<file path="src/rtl/axil_pkg.sv">
// rtl/axil_pkg.sv - shared AXI-lite response codes and order-queue tag encoding
package axil_pkg;

    localparam logic [1:0] AXIL_RESP_OKAY   = 2'b00;
    localparam logic [1:0] AXIL_RESP_SLVERR = 2'b10;

    typedef enum logic {
        TAG_FWD = 1'b0,
        TAG_BLK = 1'b1
    } order_tag_e;

endpackage

</file>
<file path="src/rtl/axil_mitm_order_fifo.sv">
// rtl/axil_mitm_order_fifo.sv - 1-bit order queue; a push is taken while full if a pop happens in the same cycle
module axil_mitm_order_fifo #(
    parameter int DEPTH = 4
) (
    input  logic                         clk,
    input  logic                         rst,
    input  logic                         push,
    input  logic                         push_data,
    input  logic                         pop,
    output logic                         pop_data,
    output logic                         full,
    output logic                         empty,
    output logic [$clog2(DEPTH+1)-1:0]   count
);

    localparam int CW = $clog2(DEPTH + 1);
    localparam int PW = (DEPTH > 1) ? $clog2(DEPTH) : 1;

    logic [DEPTH-1:0] mem;
    logic [PW-1:0]    wr_ptr;
    logic [PW-1:0]    rd_ptr;
    logic             do_push;
    logic             do_pop;

    function automatic logic [PW-1:0] ptr_inc(input logic [PW-1:0] p);
        return (p == PW'(DEPTH - 1)) ? '0 : p + PW'(1);
    endfunction

    assign full     = (count == CW'(DEPTH));
    assign empty    = (count == '0);
    assign do_pop   = pop && !empty;
    assign do_push  = push && (!full || do_pop);
    assign pop_data = mem[rd_ptr];

    always_ff @(posedge clk) begin
        if (rst) begin
            wr_ptr <= '0;
            rd_ptr <= '0;
            count  <= '0;
        end else begin
            if (do_push) wr_ptr <= ptr_inc(wr_ptr);
            if (do_pop)  rd_ptr <= ptr_inc(rd_ptr);
            if (do_push && !do_pop)
                count <= count + CW'(1);
            else if (!do_push && do_pop)
                count <= count - CW'(1);
        end
    end

    always_ff @(posedge clk) begin
        if (do_push) mem[wr_ptr] <= push_data;
    end

endmodule

</file>
<file path="src/rtl/axil_mitm_wr_pipe.sv">
// rtl/axil_mitm_wr_pipe.sv - AXI-lite write pass-through with in-order responses; address-window blocking under AXIL_MITM_WR_BLOCK_EN
module axil_mitm_wr_pipe #(
    parameter int ADDR_WIDTH      = 32,
    parameter int DATA_WIDTH      = 32,
    parameter int STRB_WIDTH      = DATA_WIDTH / 8,
    parameter int MAX_OUTSTANDING = 4
) (
    input  logic                                 clk,
    input  logic                                 rst,

    input  logic [ADDR_WIDTH-1:0]                s_axil_awaddr,
    input  logic [2:0]                           s_axil_awprot,
    input  logic                                 s_axil_awvalid,
    output logic                                 s_axil_awready,
    input  logic [DATA_WIDTH-1:0]                s_axil_wdata,
    input  logic [STRB_WIDTH-1:0]                s_axil_wstrb,
    input  logic                                 s_axil_wvalid,
    output logic                                 s_axil_wready,
    output logic [1:0]                           s_axil_bresp,
    output logic                                 s_axil_bvalid,
    input  logic                                 s_axil_bready,

    output logic [ADDR_WIDTH-1:0]                m_axil_awaddr,
    output logic [2:0]                           m_axil_awprot,
    output logic                                 m_axil_awvalid,
    input  logic                                 m_axil_awready,
    output logic [DATA_WIDTH-1:0]                m_axil_wdata,
    output logic [STRB_WIDTH-1:0]                m_axil_wstrb,
    output logic                                 m_axil_wvalid,
    input  logic                                 m_axil_wready,
    input  logic [1:0]                           m_axil_bresp,
    input  logic                                 m_axil_bvalid,
    output logic                                 m_axil_bready,

    input  logic [ADDR_WIDTH-1:0]                block_base,
    input  logic [ADDR_WIDTH-1:0]                block_mask,
    output logic [$clog2(MAX_OUTSTANDING+1)-1:0] outstanding
);

    import axil_pkg::*;

    logic q_full;
    logic q_empty;
    logic q_head;
    logic head_blocked;
    logic is_blocked;
    logic s_b_free;
    logic blk_fire;
    logic pop;
    logic accept;

`ifdef AXIL_MITM_WR_BLOCK_EN
    assign is_blocked   = (block_mask != '0) &&
                          ((s_axil_awaddr & block_mask) == (block_base & block_mask));
    assign head_blocked = (q_head == TAG_BLK);
`else
    logic unused_block;
    assign unused_block = ^{block_base, block_mask, q_head};
    assign is_blocked   = 1'b0;
    assign head_blocked = 1'b0;
`endif

    // A response may be loaded only when the slave b register is empty or draining this cycle.
    assign s_b_free       = !s_axil_bvalid || s_axil_bready;
    assign m_axil_bready  = !rst && !q_empty && !head_blocked && s_b_free;
    assign blk_fire       = !rst && !q_empty && head_blocked && s_b_free;
    assign pop            = (m_axil_bvalid && m_axil_bready) || blk_fire;

    assign accept         = !rst && s_axil_awvalid && s_axil_wvalid &&
                            (!q_full || pop) && !m_axil_awvalid && !m_axil_wvalid;
    assign s_axil_awready = accept;
    assign s_axil_wready  = accept;

    axil_mitm_order_fifo #(
        .DEPTH     (MAX_OUTSTANDING)
    ) u_order_fifo (
        .clk       (clk),
        .rst       (rst),
        .push      (accept),
        .push_data (is_blocked),
        .pop       (pop),
        .pop_data  (q_head),
        .full      (q_full),
        .empty     (q_empty),
        .count     (outstanding)
    );

    always_ff @(posedge clk) begin
        if (rst) begin
            m_axil_awvalid <= 1'b0;
            m_axil_wvalid  <= 1'b0;
            s_axil_bvalid  <= 1'b0;
            s_axil_bresp   <= AXIL_RESP_OKAY;
        end else begin
            if (accept && !is_blocked) begin
                m_axil_awvalid <= 1'b1;
                m_axil_wvalid  <= 1'b1;
            end else begin
                if (m_axil_awready) m_axil_awvalid <= 1'b0;
                if (m_axil_wready)  m_axil_wvalid  <= 1'b0;
            end

            if (pop) begin
                s_axil_bvalid <= 1'b1;
                s_axil_bresp  <= head_blocked ? AXIL_RESP_SLVERR : m_axil_bresp;
            end else if (s_axil_bready) begin
                s_axil_bvalid <= 1'b0;
            end
        end
    end

    always_ff @(posedge clk) begin
        if (accept && !is_blocked) begin
            m_axil_awaddr <= s_axil_awaddr;
            m_axil_awprot <= s_axil_awprot;
            m_axil_wdata  <= s_axil_wdata;
            m_axil_wstrb  <= s_axil_wstrb;
        end
    end

endmodule

</file>
<file path="config.mk">
export PLATFORM = sky130hd
export DESIGN_NAME = axil_mitm_wr_pipe
export DESIGN_NICKNAME = d
export VERILOG_FILES = /design/src/rtl/axil_pkg.sv /design/src/rtl/axil_mitm_order_fifo.sv /design/src/rtl/axil_mitm_wr_pipe.sv
export SDC_FILE = /design/constraint.sdc
export NUM_CORES = 1
export LEC_CHECK = 0
export BUFFER_PORTS_ARGS = -buffer_cell sky130_fd_sc_hd__buf_2
export CELL_PAD_IN_SITES_DETAIL_PLACEMENT = 1
export CELL_PAD_IN_SITES_GLOBAL_PLACEMENT = 1
export CORE_MARGIN = 5
export CORE_UTILIZATION = 30
export CTS_CLUSTER_DIAMETER = 150
export CTS_CLUSTER_SIZE = 20
export DETAILED_ROUTE_END_ITERATION = 12
export GPL_TIMING_DRIVEN = 0
export HOLD_SLACK_MARGIN = 0.02
export PLACE_DENSITY = 0.93
export SLEW_MARGIN = 10
export SYNTH_ARGS = -nofsm -noshare
export SYNTH_HDL_FRONTEND = slang
export SYNTH_SLANG_ARGS = --single-unit
</file>
<file path="constraint.sdc">
create_clock -name clk -period 29.3 [get_ports clk]
set_clock_uncertainty 0.1 [all_clocks]
set_input_delay 8.79 -clock clk [delete_from_list [all_inputs] [get_ports clk]]
set_output_delay 8.79 -clock clk [all_outputs]
set_load 0.02 [all_outputs]
</file>
# == Word level (Yosys, flattened, before mapping) ==
# Cells that the tools add are included.
# word_totals
regBits,79
latchBits,0
ram_bits,0
mem_bits_ro,0
in_bits,145
output_inout_bits,82
word_cells,48
mem_count,0
# op_classes
add_sub_neg,2
n_mul,0
div_mod_pow,0
n_lt_le_gt_ge,0
eq_ne,1
n_shift,0
mux,8
bitwise_logic,0
n_reduce_logical,28
# ops
cell,count
1-bit logical AND,12
1-bit zero test,8
2-bit nonzero test,4
1-bit two-way mux,6
3-bit two-way mux,2
"3-bit by 1-bit adder with 3-bit output, second input constant",1
"3-bit equality test, second input constant",1
3-bit zero test,1
1-bit logical OR,3
"3-bit by 1-bit subtractor with 3-bit output, second input constant",1

# == Logic depth before layout (Yosys ltp) ==
# Gate-level depths: netlist of the first run.
# logic_depth
word_depth,14
depth_mapped,10
depth_no_buf,9

# == Cells and area by module ==
# From an unflattened synthesis of the first run, not the netlist that was laid out.
# hier_totals
cells_unflattened,154
hier_area_um2,3011.6
# by_module_without_submodules
mod,n_inst,cells_each,area_each_um2,seq_area_each_um2
axil_mitm_wr_pipe,1,103,2408.6,2232.1
axil_mitm_order_fifo,1,51,603.1,260.2

# == Least setup slack after synthesis of the first run ==
# No wires, ideal clock.
# synth_path
path_type,input-to-output
start,input rst
end,output s_axil_wready
t_arrival_ns,13.116
required_time_ns,20.410
path_slack_ns,7.294
cell_stages,4
n_path_buf,2
cell_sequence,buf_2 -> o311a_2 -> nor2_1 -> buf_4
# synth_via
elab_chain_len,8
elab_cells_between_ends,10
cone_classes,reduce/logical (10)
# synth_rtl
item,line_no,source
start: declaration,axil_mitm_wr_pipe.sv:9,"input logic rst,"
1-bit zero test (*),"axil_mitm_wr_pipe.sv:65, axil_mitm_wr_pipe.sv:69",
1-bit logical AND,n/a,
1-bit logical AND,axil_mitm_wr_pipe.sv:65,assign m_axil_bready = !rst && !q_empty && !head_blocked && s_b_free;
1-bit logical AND,axil_mitm_wr_pipe.sv:67,assign pop = (m_axil_bvalid && m_axil_bready) || blk_fire;
1-bit logical OR,axil_mitm_wr_pipe.sv:70,(!q_full || pop) && !m_axil_awvalid && !m_axil_wvalid;
1-bit logical AND (*),axil_mitm_wr_pipe.sv:69,assign accept = !rst && s_axil_awvalid && s_axil_wvalid &&
1-bit logical AND (*) (2 in series),axil_mitm_wr_pipe.sv:70,
end: declaration,axil_mitm_wr_pipe.sv:18,"output logic s_axil_wready,"
# Mark *: on every way between the ends. The rest lies on a longest branch, timed or not.

# == Worst setup path in the final report of the first run ==
# layout_path
start,input rst
end,output s_axil_awready
# layout_via
elab_chain_len,8
elab_cells_between_ends,10
cone_classes,reduce/logical (10)
# layout_rtl
item,line_no,source
1-bit zero test (*),"axil_mitm_wr_pipe.sv:65, axil_mitm_wr_pipe.sv:69",
1-bit logical AND,n/a,
1-bit logical AND,axil_mitm_wr_pipe.sv:65,
1-bit logical AND,axil_mitm_wr_pipe.sv:67,
1-bit logical OR,axil_mitm_wr_pipe.sv:70,
1-bit logical AND (*),axil_mitm_wr_pipe.sv:69,
1-bit logical AND (*) (2 in series),axil_mitm_wr_pipe.sv:70,
end: declaration,axil_mitm_wr_pipe.sv:14,"output logic s_axil_awready,"
# Marked as above.

==> results_dict.tcl, run 1 <==
set metrics [dict create \
    dp_hpwl_mm 5.67 \
    clock_latency_ps 340 \
    routedWlPerCell_um 17.5 \
    reg2reg_slack_ps 26880 \
    detail-route-antenna-nets 0 \
    r2r-start "s_axil_bvalid$_SDFFE_PP0P_" \
    ff2ff_path_depth 9 \
    initial_core_util_pct 30.8 \
    die_w_um 102 \
    hold_buffers 0 \
    stdcell_area_um2 3760 \
    crit_fanout 26 \
    outcome "finished clean" \
    grt_pass1_vias 1897 \
    root_buffer "clkbuf_8" \
    post-route-period-util_pct 66.4 \
    cts_buffers 9 \
    synth_seq_cells 79 \
    cp_cell_sequence "buf_2 -> buf_2 -> nor3b_1 -> nand3_1 -> nor2_4 -> buf_16 -> buf_2" \
    fill_cells 862 \
    clk_pin_slew_ps 80 \
    gr-total-overflow 0 \
    ys_types 24 \
    post_cts_buffers 0 \
    synthToLayoutAreaGrowth_pct 47.8 \
    peakVddDrop_mv 0.0252 \
    grt_pass1_wl_mm 9.79 \
    slew_viol_final 0 \
    drive_gt1_share_pct 63.2 \
    p_per_area_nw_per_um2 65.9 \
    yosysSeqAreaShare_pct 90.0 \
    synth_edf_count 71 \
    placementRows 33 \
    drv_cap 0 \
    dpl_cell_area_um2 3540 \
    grt_setup_unrepaired "false" \
    drc 0 \
    multi_input_area_um2 224 \
    antenna_found_initial 2 \
    ioPinCount 227 \
    vias 1748 \
    synthFlopType "edfxtp_1" \
    fin_total_pwr_mw 0.248 \
    io_buffers 162 \
    dieArea_um2 10400 \
    hold_depth 2 \
    htree_levels 3 \
    tightest_slew_ps 719 \
    crit_required_ps 20410 \
    min_path_type "flip-flop to flip-flop" \
    hold_end "m_axil_awvalid$_SDFFE_PP0P_" \
    num_antenna_cells 0 \
    final_cell_mix "163 x buf_2, 71 x edfxtp_1, 9 x clkbuf_8" \
    period_needed_ps 19460 \
    async_reset_ff_share_pct 0 \
    crit_slowest_cell "nor2_4" \
    cts_resized 0 \
    crit_top_cell "buf_2" \
    grt_max_degree 28 \
    seq_area_um2 2290 \
    cts_sinks 79 \
    final_common_cell "buf_2" \
    hp-start "m_axil_awvalid$_SDFFE_PP0P_" \
    syn_inst 116 \
    arrival_ps 10570 \
    die_h_um 102 \
    core_um2 8260 \
    power.leakage_nw 1.60 \
    setup_violations 0 \
    yosys_warnings 0 \
    cts_tree "yes" \
    hold_viol 0 \
    synth_nets 263 \
    place_congestion 0.733 \
    clk_path_buf_depth 2 \
    vias_per_cell 4.36 \
    max_stage_delay_ps 630 \
    start_kind "input pin" \
    grt_usage_pct 12.8 \
    drt_pre_antenna_iters 4 \
    nets 438 \
    setup_tns_ps 0 \
    reg2reg_to "u_order_fifo.count[2]$_SDFFE_PP0P_" \
    maxSlewHeadroom_pct 52.0 \
    synth_area_um2 2550 \
    drt_wl_total_mm 7.02 \
    timing_worst_setup_path_type "input pin to primary output" \
    drt_iter0_drc 13 \
    endpoint_kind "primary output" \
    avgSynthCellArea_um2 22.0 \
    clock.fmax_mhz 51.4 \
]
-- layout make-up --
cell class	count	share of cell area, %
clock inverters	6	2.46
well taps	105	3.49
flip-flops and latches	79	60.9
clock buffers	10	3.39
inverters	7	0.698
repair buffers	164	22.8
multi-input cells	28	5.95
plain buffers	2	0.332
-- cells in the mapped netlist, types with 2 or more instances --
cell	instances	share of area, %
o21ai_1	2	0.39
edfxtp_1	71	84
o32ai_1	2	0.69
xor2_1	2	0.69
o311ai_0	2	0.69
inv_1	7	1.0
nor3_1	2	0.39
nor2_1	5	0.74
dfxtp_1	8	6.3
-- worst max path at each step --
stage / startpoint / to / slack [ps] / depth (start not counted)
detailed placement: rst / s_axil_awready / 9790 / 7
global route: rst / s_axil_awready / 9680 / 7
floorplan: rst / s_axil_wready / 7290 / 4
CTS: rst / s_axil_awready / 9790 / 7
finish: rst / s_axil_awready / 9840 / 7
global placement: rst / s_axil_awready / 6190 / 5
-- kinds of logic (layout without fill, tap and decap cells) --
kind of cell,count (synthesis),count (layout),share of synthesized area [%]
buf+inv,9,189,1.52
flops,79,79,90.0
xor+xnor,2,2,0.688
mux,1,1,0.393
simple gates,13,13,3.19
fa+ha+maj,2,2,1.28
compound gates,10,10,2.95
-- stage by stage --
| step | cells | worst slack, ps | hold WS, ps | utilization, % |
|---|---|---|---|---|
| final | 401 | 9840 | 399 | 45.6 |
| after global routing | 401 | 9680 | 429 | 45.6 |
| after CTS | 401 | 9790 | 401 | 45.6 |
| after detailed placement | 385 | 9790 | 388 | 42.9 |
| after global placement | 383 | 6190 | 376 | 42.3 |
| after floorplan | 116 | 7290 | 458 | - |
-- routing by layer --
metal / global-route usage (%) / vias up / wire length [um]
li1: - / 798 / -
met4: 5.25 / 4 / 102
met3: 5.32 / 14 / 895
met1: 14.1 / 820 / 2590
met5: 0 / - / 23
met2: 22.0 / 112 / 3410
-- state kept, by name (all words and copies together) (netlist names) --
| name | flops |
|---|---|
| m_axil_wdata | 32 |
| m_axil_awaddr | 32 |
| m_axil_wstrb | 4 |
| s_axil_bresp | 2 |
| s_axil_bvalid | 1 |
| m_axil_awprot | 3 |
| m_axil_awvalid | 1 |
| m_axil_wvalid | 1 |
| u_order_fifo.count | 3 |
-- worst max-delay path: cells and delay by family --
family / cells / cell delay [ps]
simple gates: 3 / 1040
buf+inv: 4 / 720
-- power breakdown --
part	total (mW)	internal (mW)	leakage (nW)	switching (mW)
combinational	0.0277	0.0111	0.781	0.0166
sequential	0.131	0.129	0.714	0.00255
clock	0.0892	0.0486	0.104	0.0406
total	0.248	0.188	1.60	0.0597
Power figures use the tool's default switching activity.
==> run 2, diff against run 1 <==
CORE_UTILIZATION = 28   (was 30)
PLACE_DENSITY = 0.88   (was 0.93)
clock period = 18 ns   (was 29.3 ns; I/O delays follow)
==> results_dict.tcl, run 2 (synthesized netlist as in run 1, its figures left out) <==
set metrics [dict create \
    outcome "finished clean" \
    drt_pre_antenna_iters 4 \
    antenna_found_initial 0 \
    dp_hpwl_mm 5.25 \
    tightest_slew_ps 412 \
    vias 1719 \
    clk_pin_slew_ps 80 \
    initial_core_util_pct 28.9 \
    ff2ff_path_depth 8 \
    cts_sinks 79 \
    fin_util_pct 42.5 \
    die_h_um 105 \
    reg2reg_to "u_order_fifo.count[2]$_SDFFE_PP0P_" \
    post_cts_buffers 0 \
    setup_violations 0 \
    drv_cap 0 \
    pre_cts_slack_ps 5510 \
    drt_wl_total_mm 6.55 \
    reg2reg_slack_ps 15620 \
    hold_buffers 0 \
    place_congestion 0.702 \
    clock.fmax_mhz 80.2 \
    final_cell_mix "163 x buf_2, 71 x edfxtp_1, 9 x clkbuf_8" \
    routedWlPerCell_um 16.2 \
    r2r-start "u_order_fifo.count[0]$_SDFFE_PP0P_" \
    slew_viol_final 0 \
    grt_pass1_vias 1923 \
    root_buffer "clkbuf_8" \
    detail-route-antenna-nets 0 \
    setup_tns_ps 0 \
    maxSlewHeadroom_pct 72.3 \
    gr-total-overflow 0 \
    min_path_type "flip-flop to flip-flop" \
    final_common_cell "buf_2" \
    drive_gt1_share_pct 63.2 \
    crit_required_ps 12500 \
    vias_per_cell 4.25 \
    grt_pass1_wl_mm 9.98 \
    drt_iter0_drc 40 \
    ioPinCount 227 \
    setup_slack_ps 5530 \
    endpoint_kind "primary output" \
    cts_buffers 9 \
    io_buffers 162 \
    cts_tree "yes" \
    htree_levels 3 \
    clk_path_buf_depth 2 \
    grt_setup_unrepaired "false" \
    nets 438 \
    die_w_um 105 \
    cts_resized 0 \
    crit_fanout 32 \
    drc 0 \
    synthToLayoutAreaGrowth_pct 46.8 \
    p_per_area_nw_per_um2 103 \
    dieArea_um2 11100 \
    grt_max_degree 37 \
    timing_worst_setup_path_type "input pin to primary output" \
    clock_latency_ps 330 \
    crit_path_start "rst" \
    crit_path_end "s_axil_wready" \
    period_needed_ps 12470 \
    grt_usage_pct 11.5 \
    hold_viol 0 \
    post-route-period-util_pct 69.3 \
    num_antenna_cells 0 \
    start_kind "input pin" \
    core_um2 8810 \
    arrival_ps 6970 \
    power.leakage_nw 1.58 \
    placementRows 34 \
    peakVddDrop_mv 0.0398 \
    largest_registers "m_axil_awaddr: 32 flops, m_axil_wdata: 32 flops, m_axil_wstrb: 4 flops" \
    hold_slack_ps 411 \
]
[run 2: cell count changes in the layout (fill, tap and decap cells not counted), sizes merged]
cell	previous run	this run
clkinv	0	1
inv	9	8
clkinvlp	2	3
bufinv	2	1
[run 2: critical path: stages]
cell and delay (ps):
buf_2 110, buf_2 180, nor3b_1 190, nand3_1 210
nor2_4 330, buf_12 240, buf_4 130, buf_2 150
[run 2: area by class of cell]
class                           count  area [um^2]
Clock inverter                      6         70.1
Inverter                            7         26.3
Tap cell                          108          135
Multi-Input combinational cell     28          224
Buffer                              2         12.5
Fill cell                         943         5070
Clock buffer                       10          128
Sequential cell                    79         2290
Timing Repair Buffer              164          851
[run 2: stage by stage]
stage	power [mW]	instance area, um^2	instances
2_1_floorplan	0.241	2550	116
3_3_place_gp	0.260	3490	386
3_5_place_dp	0.263	3540	388
4_1_cts	0.394	3740	404
5_1_grt	0.407	3740	404
6_report	0.387	3740	404
[run 2: worst min path at each step]
stage                                       from                           end  slack [ps]  cells past startpoint
finish               m_axil_awvalid$_SDFFE_PP0P_   m_axil_awvalid$_SDFFE_PP0P_         410                      2
global route        s_axil_bresp[0]$_SDFFE_PP0N_  s_axil_bresp[0]$_SDFFE_PP0N_         440                      2
detailed placement   m_axil_awvalid$_SDFFE_PP0P_   m_axil_awvalid$_SDFFE_PP0P_         410                      2
floorplan           s_axil_bresp[0]$_SDFFE_PP0N_  s_axil_bresp[0]$_SDFFE_PP0N_         460                      2
CTS                  m_axil_awvalid$_SDFFE_PP0P_   m_axil_awvalid$_SDFFE_PP0P_         420                      2
global placement    s_axil_bresp[0]$_SDFFE_PP0N_  s_axil_bresp[0]$_SDFFE_PP0N_         380                      2
[run 2: where the power goes]
group | total [mW] | switching, mW | leakage, nW | internal (mW)
combinational | 0.0443 | 0.0265 | 0.778 | 0.0178
sequential | 0.213 | 0.00402 | 0.714 | 0.209
clock | 0.129 | 0.0643 | 0.0891 | 0.0648
[run 2: metal layers]
metal / global-route usage [%] / part of all wire [%] / vias up
met1: 12.3 / 38 / 803
met4: 4.22 / 1.4 / 0
li1: - / - / 797
met5: 0 / 0 / -
met3: 5.07 / 11 / 11
met2: 19.9 / 50 / 108
==> run 3, diff against run 2 <==
CORE_UTILIZATION = 25   (was 28)
PLACE_DENSITY = 0.84   (was 0.88)
clock period = 11.42 ns   (was 18 ns; I/O delays follow)
==> results_dict.tcl, run 3 (synthesized netlist as in run 1, its figures left out) <==
set metrics [dict create \
    post_cts_buffers 0 \
    detail-route-antenna-nets 0 \
    timing_worst_setup_path_type "input pin to primary output" \
    cts_sinks 79 \
    drv_cap 0 \
    vias 1749 \
    io_buffers 162 \
    die_h_um 111 \
    nets 438 \
    largest_registers "m_axil_awaddr: 32 flops, m_axil_wdata: 32 flops, m_axil_wstrb: 4 flops" \
    hold_buffers 0 \
    final_cell_mix "163 x buf_2, 71 x edfxtp_1, 9 x clkbuf_8" \
    crit_required_ps 7890 \
    slew_viol_final 0 \
    tightest_slew_ps 620 \
    root_buffer "clkbuf_8" \
    crit_fanout 27 \
    drive_gt1_share_pct 63.5 \
    grt_setup_unrepaired "false" \
    routedWlPerCell_um 16.4 \
    synthToLayoutAreaGrowth_pct 48.0 \
    cts_tree "yes" \
    final_common_cell "buf_2" \
    clk_pin_slew_ps 80 \
    setup_violations 0 \
    initial_core_util_pct 25.8 \
    drt_wl_total_mm 7.03 \
    dp_cells 413 \
    vias_per_cell 4.08 \
    cts_resized 0 \
    cts_buffers 9 \
    min_path_type "flip-flop to flip-flop" \
    grt_max_degree 31 \
    clock_latency_ps 340 \
    core_um2 9860 \
    dieArea_um2 12300 \
    antenna_found_initial 2 \
    fin_total_pwr_mw 0.600 \
    die_w_um 111 \
    clk_path_buf_depth 2 \
    p_per_area_nw_per_um2 159 \
    drt_pre_antenna_iters 4 \
    hold_viol 0 \
    start_kind "input pin" \
    final_cells 429 \
    grt_pass1_wl_mm 10.4 \
    maxSlewHeadroom_pct 58.5 \
    place_congestion 0.787 \
    setup_tns_ps 0 \
    grt_usage_pct 11.1 \
    outcome "finished clean" \
    post-route-period-util_pct 76.0 \
    grt_pass1_vias 1908 \
    power.leakage_nw 1.59 \
    drt_iter0_drc 86 \
    ioPinCount 227 \
    endpoint_kind "primary output" \
    placementRows 36 \
    dp_hpwl_mm 5.65 \
    fill_cells 1088 \
    drc 0 \
    hold_slack_ps 402 \
    arrival_ps 5150 \
    gr-total-overflow 0 \
    num_antenna_cells 0 \
    reg2reg_slack_ps 8990 \
    period_needed_ps 8680 \
    htree_levels 3 \
    clock.fmax_mhz 115 \
    peakVddDrop_mv 0.0579 \
]
[run 3: cell count changes in the layout (fill, tap and decap cells not counted), sizes merged]
cell	previous run	this run
clkinv	1	4
clkinvlp	3	1
clkbuf	10	9
inv	8	9
bufinv	1	0
[run 3: worst paths after layout]
path,start,depth (start not counted),endpoint
max,rst,7,s_axil_awready
max reg2reg,u_order_fifo.count[0]$_SDFFE_PP0P_,8,u_order_fifo.count[2]$_SDFFE_PP0P_
min reg2reg,m_axil_awvalid$_SDFFE_PP0P_,2,m_axil_awvalid$_SDFFE_PP0P_
min,m_axil_awvalid$_SDFFE_PP0P_,2,m_axil_awvalid$_SDFFE_PP0P_
[run 3: stage by stage]
stage	util (%)	instance area [um^2]	setup WS [ps]
2_1_floorplan	-	2550	142
3_3_place_gp	35.7	3520	-999
3_5_place_dp	36.3	3580	2690
4_1_cts	38.2	3770	2680
5_1_grt	38.2	3770	2610
6_report	38.2	3770	2740
[run 3: area by class of cell]
type                            count  area [um^2]  area share (%)
Buffer                              2         12.5           0.332
Clock buffer                        9          124            3.28
Clock inverter                      7         67.6            1.79
Inverter                            7         26.3           0.697
Multi-Input combinational cell     28          224            5.94
Sequential cell                    79         2290            60.8
Tap cell                          133          166            4.41
Timing Repair Buffer              164          858            22.8
[run 3: worst max-delay path: stages]
cell and delay, ps:
buf_2 100, buf_2 180, nor3b_1 210, nand3_1 210, nor2_4 560, buf_16 250, buf_2 190
[run 3: power by group]
group / internal [mW] / switching, mW
logic: 0.0284 / 0.0420
clock network: 0.0833 / 0.110
registers: 0.330 / 0.00659
total: 0.441 / 0.159
[run 3: routing by layer]
| metal | routed length, um | track usage, % | part of all wire (%) |
|---|---|---|---|
| met5 | 20 | 0 | 0.28 |
| met1 | 2620 | 11.4 | 37 |
| met3 | 770 | 4.80 | 11 |
| met4 | 124 | 4.93 | 1.8 |
| met2 | 3490 | 19.7 | 50 |
